<file path="src/rtl/window_collector.sv">
// 3x3 window collector with odd-even transposition median sort and ready/valid output.
// Define WINDOW_COLLECTOR_MINMAX_EN to also expose the window minimum and maximum.
module window_collector #(
  parameter int DATA_WIDTH = 8
) (
  input  logic                  clk,
  input  logic                  reset,
  input  logic [1:0]            countX,
  input  logic [1:0]            countY,
  input  logic                  windowValid,
  input  logic [DATA_WIDTH-1:0] pixelIn,
  input  logic                  pixelValid,
  output logic                  busy,
  output logic [DATA_WIDTH-1:0] medianOut,
  output logic                  medianValid,
  input  logic                  medianReady,
  output logic [2:0]            errFlags
`ifdef WINDOW_COLLECTOR_MINMAX_EN
  ,
  output logic [DATA_WIDTH-1:0] minOut,
  output logic [DATA_WIDTH-1:0] maxOut
`endif
);

  typedef enum logic [1:0] {COLLECT, SORT, OUTPUT} state_t;

  state_t                state_q, state_d;
  logic [8:0]            fill_q, fill_d, fill_now;
  logic [DATA_WIDTH-1:0] slot_q [9];
  logic [DATA_WIDTH-1:0] slot_d [9];
  logic [3:0]            pass_q, pass_d;
  logic [DATA_WIDTH-1:0] median_q, median_d;
  logic                  mvalid_q, mvalid_d;
  logic [2:0]            err_q, err_d;
  logic [DATA_WIDTH-1:0] min_q, min_d, max_q, max_d;

  logic [DATA_WIDTH-1:0] even_res [9];
  logic [DATA_WIDTH-1:0] odd_res  [9];
  logic [DATA_WIDTH-1:0] pass_res [9];

  logic       in_range;
  logic       wr_en;
  logic [3:0] wr_idx;

  assign in_range = (countX != 2'd3) && (countY != 2'd3);
  assign wr_en    = pixelValid && in_range && (state_q == COLLECT);
  assign wr_idx   = {1'b0, countY, 1'b0} + {2'b00, countY} + {2'b00, countX};

  // Both pass flavours are built in parallel; pass parity selects which one lands.
  assign even_res[8] = slot_q[8];
  assign odd_res[0]  = slot_q[0];
  generate
    for (genvar gi = 0; gi < 4; gi++) begin : g_cmp_swap
      assign even_res[2*gi]   = (slot_q[2*gi] > slot_q[2*gi+1]) ? slot_q[2*gi+1] : slot_q[2*gi];
      assign even_res[2*gi+1] = (slot_q[2*gi] > slot_q[2*gi+1]) ? slot_q[2*gi]   : slot_q[2*gi+1];
      assign odd_res[2*gi+1]  = (slot_q[2*gi+1] > slot_q[2*gi+2]) ? slot_q[2*gi+2] : slot_q[2*gi+1];
      assign odd_res[2*gi+2]  = (slot_q[2*gi+1] > slot_q[2*gi+2]) ? slot_q[2*gi+1] : slot_q[2*gi+2];
    end
  endgenerate

  always_comb begin
    for (int i = 0; i < 9; i++) begin
      pass_res[i] = pass_q[0] ? odd_res[i] : even_res[i];
    end
  end

  always_comb begin
    state_d  = state_q;
    fill_d   = fill_q;
    fill_now = fill_q;
    slot_d   = slot_q;
    pass_d   = pass_q;
    median_d = median_q;
    mvalid_d = mvalid_q;
    err_d    = err_q;
    min_d    = min_q;
    max_d    = max_q;

    if (pixelValid && !in_range) begin
      err_d[0] = 1'b1;
    end

    case (state_q)
      COLLECT: begin
        for (int i = 0; i < 9; i++) begin
          if (wr_en && (wr_idx == 4'(i))) begin
            slot_d[i]   = pixelIn;
            fill_now[i] = 1'b1;
          end
        end
        fill_d = fill_now;
        // Completeness includes a pixel written in the same cycle as windowValid.
        if (windowValid) begin
          if (&fill_now) begin
            state_d = SORT;
            pass_d  = 4'd0;
          end else begin
            err_d[1] = 1'b1;
            fill_d   = '0;
          end
        end
      end
      SORT: begin
        if (pixelValid || windowValid) begin
          err_d[2] = 1'b1;
        end
        slot_d = pass_res;
        pass_d = pass_q + 4'd1;
        if (pass_q == 4'd8) begin
          state_d  = OUTPUT;
          median_d = pass_res[4];
          min_d    = pass_res[0];
          max_d    = pass_res[8];
          mvalid_d = 1'b1;
        end
      end
      OUTPUT: begin
        if (pixelValid || windowValid) begin
          err_d[2] = 1'b1;
        end
        if (medianReady) begin
          state_d  = COLLECT;
          mvalid_d = 1'b0;
          fill_d   = '0;
          pass_d   = 4'd0;
        end
      end
      default: begin
        state_d = COLLECT;
      end
    endcase
  end

  always_ff @(posedge clk) begin
    if (reset) begin
      state_q  <= COLLECT;
      fill_q   <= '0;
      pass_q   <= '0;
      median_q <= '0;
      mvalid_q <= 1'b0;
      err_q    <= '0;
      min_q    <= '0;
      max_q    <= '0;
      for (int i = 0; i < 9; i++) begin
        slot_q[i] <= '0;
      end
    end else begin
      state_q  <= state_d;
      fill_q   <= fill_d;
      pass_q   <= pass_d;
      median_q <= median_d;
      mvalid_q <= mvalid_d;
      err_q    <= err_d;
      min_q    <= min_d;
      max_q    <= max_d;
      for (int i = 0; i < 9; i++) begin
        slot_q[i] <= slot_d[i];
      end
    end
  end

  assign busy        = (state_q != COLLECT);
  assign medianOut   = median_q;
  assign medianValid = mvalid_q;
  assign errFlags    = err_q;

`ifdef WINDOW_COLLECTOR_MINMAX_EN
  assign minOut = min_q;
  assign maxOut = max_q;
`else
  logic unused_minmax;
  assign unused_minmax = ^{min_q, max_q};
`endif

endmodule

</file>
<file path="config.mk">
export PLATFORM = sky130hd
export DESIGN_NAME = window_collector
export DESIGN_NICKNAME = d
export VERILOG_FILES = /design/src/rtl/window_collector.sv
export SDC_FILE = /design/constraint.sdc
export NUM_CORES = 1
export LEC_CHECK = 0
export BUFFER_PORTS_ARGS = -buffer_cell sky130_fd_sc_hd__buf_2
export CAP_MARGIN = 20
export CORE_ASPECT_RATIO = 1.4
export CORE_MARGIN = 1.5
export CORE_UTILIZATION = 63
export DETAILED_ROUTE_END_ITERATION = 8
export GPL_TIMING_DRIVEN = 0
export PLACE_DENSITY = 0.8
export SLEW_MARGIN = 40
export SYNTH_ARGS = -nofsm -noshare
export SYNTH_HDL_FRONTEND = slang
export SYNTH_SLANG_ARGS = --single-unit
</file>
<file path="constraint.sdc">
create_clock -name clk -period 5 [get_ports clk]
set_input_delay 1 -clock clk [delete_from_list [all_inputs] [get_ports clk]]
set_output_delay 1 -clock clk [all_outputs]
set_load 0.05 [all_outputs]
</file>
### After elaboration in Yosys (flattened, before gate mapping)

Index checks and enable logic that the tools add are counted.

| word-level totals | value |
|---|---|
| register bits after elaboration | 99 |
| input bits | 17 |
| output and inout bits | 13 |
| word-level logic and storage cells | 176 |

| operators by class | value |
|---|---|
| add/sub/neg operators | 3 |
| order comparisons | 8 |
| equality and inequality tests | 38 |
| muxes and demuxes | 69 |
| bitwise gates (word level) | 1 |
| reductions and logical operators | 40 |

Operators by type and width:

| kind | number |
|---|---|
| $mux 8 | 34 |
| $pmux 72 s2 | 1 |
| $gt 8x8->1 | 8 |
| $reduce_and 4->1 | 10 |
| $mux 9 | 3 |
| $ne 3x3->1 const B | 8 |
| $mux 1 | 20 |
| $ne 2x1->1 const B | 10 |
| $ne 2x2->1 const B | 9 |
| $pmux 9 s2 | 1 |
| $eq 4x3->1 const B | 4 |
| $logic_and 1x1->1 | 13 |
| $mux 4 | 3 |
| $pmux 4 s3 | 1 |
| $reduce_and 9->1 | 1 |
| $eq 4x2->1 const B | 2 |
| $eq 4x4->1 const B | 2 |
| $mux 2 | 4 |
| $reduce_and 2->1 | 4 |
| $reduce_bool 2->1 | 4 |
| $pmux 2 s3 | 1 |
| $reduce_and 3->1 | 2 |
| $add 3x2->4 | 1 |
| $add 4x1->4 const B | 1 |
| 12 further kinds | 12 |

### Depth between registers and ports, before layout

| logic depth | value |
|---|---|
| depth after elaboration | 11 |
| depth in mapped cells | 12 |
| gate-level depth less buffers | 11 |

### Worst setup path after synthesis

No wires, ideal clock.

| path | value |
|---|---|
| kind | in2reg |
| start | input port countX[1] |
| end | register pass_q[3] |
| library setup time | 75 ps |
| data arrival time | 4040 ps |
| required time | 4925 ps |
| slack | 885 ps |
| stages | 12 |
| path buffers | 1 |
| path through | fa_1 -> ha_1 -> inv_1 -> fa_1 -> buf_2 -> and3_1 -> nor4b_1 -> a21oi_1 -> nor4_4 -> a31oi_2 -> or4b_1 -> o22ai_1 |

| on the way | value |
|---|---|
| cells in the longest elaborated chain, start to end | 10 |
| elaborated cells between the ends (all ways) | 44 |
| classes of those cells | add/sub (1); eq/ne (10); mux (18); reduce/logical (15) |

Ends and longest elaborated chain:

| item | line | source |
|---|---|---|
| from (decl) | 8 | `input logic [1:0] countX,` |
| parallel branches: the longest is 7 deep, another holds $add 4x2->4 | - |  |
| $reduce_and 9->1 * | 94 | `if (&fill_now) begin` |
| $ne 2x1->1 (no line) * | - |  |
| $reduce_and 4->1 (no line) * | - |  |
| to (signal assigned) | 150 | `pass_q <= pass_d;` |
| to (decl) | 31 | `logic [3:0] pass_q, pass_d;` |

Every way passes the cells marked *. The select of a mux whose other input is x is not followed.
A chain may end at the register's enable or synchronous reset.

### Worst setup path after layout

Same ends and word-level chain as after synthesis.

==> impl_results.md <==
* PwrDens at 238.0 nW/um2
* Synth Flop Type: dfxtp_1
* Worst Skew at 0.006346 ns
* Reg clk slew, reported paths at 0.06 ns
* Final setup fails at 0
* Post-DRT Antenna Nets at 0
* Fin crit share at 85.77%
* Pleak at 2.821 nW
* Synth top cells by count: dfxtp_1, a21oi_1, mux2i_1, inv_1
* DRC violations left at 0
* Ratio of cells with drive above 1 in the final layout at 6.755%
* Register area share after synthesis at 28.36%
* Mapped cell area at 6989 um2
* DP HPWL at 16,750 um
* Hold_buf cts at 0
* Routability cong. at 0.9542
* CP max stage cell: or4b_1
* Leading area contributor after synthesis: dfxtp_1
* Worst reg2reg startpoint: state_q[1]$_SDFFE_PP0P_
* Syn nets at 950
* Maximum VDD drop at 205.9 uV
* Ys async rst share at 0%
* Number of synthesized flops with an enable pin at 0
* Post-CTS sizing at 0
* Area Growth Syn to Fin at 8.611%
* Final setup TNS at 0 ns
* Area contributors post-synth: dfxtp_1, ha_1, mux2i_1
* Via Count at 7,051
* Crit path cell chain: buf_2, fa_1, ha_1, inv_1, fa_1, buf_2, and3_1, nor4b_1, a21oi_1, nor4_4, a31oi_2, or4b_1, o22ai_1
* First-pass GRT wire length at 34,560 um
* Initial antenna violation count at 0
* Post-CTS setup repair buffer count at 0
* CTS max path bufs at 2
* DR pass1 iterations at 6
* Clk sinks at 99
* Vias per cell at 6.754
* Routed WL at 22,130 um
* Level count of the clock H-tree at 3
* Row count at 45
* Hold_sp: errFlags[0]$_SDFFE_PP0P_
* Pin count of the biggest net entering global routing at 16
* Top Family by Delay on Critical Path: simple AND/OR/NAND/NOR gates
* Outcome: completed
* Num CTS Buffers at 9
* Placement Cell Area at 7318 um2
* R2R Path End: slot_q[54]$_SDFFE_PP0P_
* Worst-Margin Slew at 0.9381 ns
* Placed insts at 1,029
* Critical path arrival at 4.56 ns
* Max incr delay on CP at 0.56 ns
* WHS at 0.4645 ns
* Worst setup path startpoint: countX[1]
* Die Area at 11,740 um2
* Max_slew headroom at 37.23%
* GR Overflow Total at 0
* Final Slew Violations at 0
* IO Count at 30
* Top-count cell post-synth: dfxtp_1
* Synth Instances at 859
* Nets at 990
* Iteration-0 DRC Markers at 952
* Crit path max fanout at 10
* Diodes inserted at 0
* Port Buffers at 29
* Critical Path Sink Type: flop
* Kind of critical path: in -> reg
* Final Power at 1.806 mW
* Max Cap Viol at 0
* Initial Util at 64.65%
* RSZ-0062 raised after global routing: no
* Die Width at 92.02 um
* Synth warnings at 0
* Clock latency on the worst-skew pair at 0.35 ns
* Avg Cell Area, Syn at 8.136 um2
* Crit path launch type: input port
* Crit path time final at 4.288 ns
* Flops & latches, synth at 99
* Total track usage at 37.76%
* Worst Hold Class: reg -> reg
* Worst EP required at 5.27 ns
* Die height at 127.6 um
* Synth cell types at 59
* Reg2reg path depth at 9
* Core area at 10,810 um2
* Cell area after layout at 7591 um2
* Layout Cells excl Fill at 1,044
* Crit path buf inv count at 3
* Fmax at 233.2 MHz
* Reg2reg setup slack at 1.87 ns
* Final hold violation count at 0
* Root Driver: clkbuf_16
* Fill cells at 868
* CTS tree: built
* Wire per inst at 21.19 um
* Synth top area share at 28.36%
* Hold depth at 2
* Hold Path Sink: errFlags[0]$_SDFFE_PP0P_
* Vias in the first global route at 6,715
[tightest hold or removal path, cell delays in order (launching register included)]
cell     delay, ns
dfxtp_1       0.32
a21oi_1       0.04
nor2_1        0.07
[per-layer routing]
layer / global-route usage [%] / up-vias / wire length, um
met5: 0 / - / 0
met4: 19.46 / 0 / 1181
met3: 6.250 / 97 / 1949
met2: 62.31 / 429 / 10200
met1: 47.20 / 3330 / 8797
li1: - / 3195 / -
[where the power goes]
part / internal (mW) / switching, mW
registers: 0.803 / 0.0211
logic: 0.117 / 0.206
clock network: 0.348 / 0.311
[through the flow]
| step | setup WS [ns] | utilization, % |
|---|---|---|
| 3_3_place_gp | 0.4500 | 67.63 |
| 2_1_floorplan | 0.8849 | - |
| 6_report | 0.7116 | 70.22 |
| 4_1_cts | 0.7532 | 70.20 |
| 5_1_grt | 0.4940 | 70.22 |
| 3_5_place_dp | 0.3895 | 67.70 |
[area by class of cell]
cell class,count,area [um2],area share (%)
inverters,85,319.1,4.203
multi-input cells,631,4522,59.57
well taps,141,176.4,2.324
clock buffers,11,242.7,3.198
flip-flops and latches,99,1982,26.11
plain buffers,44,176.4,2.324
clock inverters,4,27.53,0.3626
repair buffers,29,145.1,1.912
[cell usage in the layout, fill, tap and decap left out, types with 7 or more instances in the layout]
| master | instances |
|---|---|
| dfxtp_1 | 99 |
| ha_1 | 72 |
| buf_1 | 7 |
| nand2_1 | 57 |
| o31ai_1 | 24 |
| nor3_1 | 10 |
| a21oi_1 | 97 |
| o21ai_0 | 28 |
| clkbuf_16 | 9 |
| clkbuf_1 | 34 |
| nand2b_1 | 8 |
| a211oi_1 | 14 |
| a22oi_1 | 11 |
| mux2i_1 | 87 |
| nor2b_1 | 11 |
| buf_2 | 32 |
| a21o_1 | 16 |
| nor2_1 | 70 |
| inv_1 | 84 |
| nand4_1 | 29 |
| a211o_1 | 8 |
| nand3_1 | 8 |
| a31oi_1 | 9 |
[cells by family (layout without fill, tap and decap cells)]
group / Yosys count / count (layout) / share of synthesized area (%)
AND/OR/NAND/NOR: 225 / 225 / 16.15
multiplexers: 88 / 88 / 12.62
AO/OA/AOI/OAI: 244 / 244 / 22.32
flip-flops: 99 / 99 / 28.36
adder cells (fa/ha/maj): 74 / 74 / 13.46
buffers and inverters: 129 / 173 / 7.089
[worst max-delay path by stage]
| stage | to | cells past startpoint | slack [ns] |
|---|---|---|---|
| 6_report | pass_q[3]$_SDFFE_PP0P_ | 13 | 0.71 |
| 5_1_grt | slot_q[27]$_SDFFE_PP0P_ | 12 | 0.49 |
| 4_1_cts | pass_q[3]$_SDFFE_PP0P_ | 13 | 0.75 |
| 3_5_place_dp | pass_q[3]$_SDFFE_PP0P_ | 13 | 0.39 |
| 3_3_place_gp | slot_q[25]$_SDFFE_PP0P_ | 12 | 0.45 |
| 2_1_floorplan | pass_q[3]$_SDFFE_PP0P_ | 12 | 0.88 |
[registers in the layout (all words and copies together) (netlist names)]
signal and cells:
slot_q 56, fill_q 9, even_res 8, medianOut 8, odd_res 8, pass_q 4
errFlags 3, state_q 2, medianValid 1
Note: power is estimated with default switching activity, not from simulation.
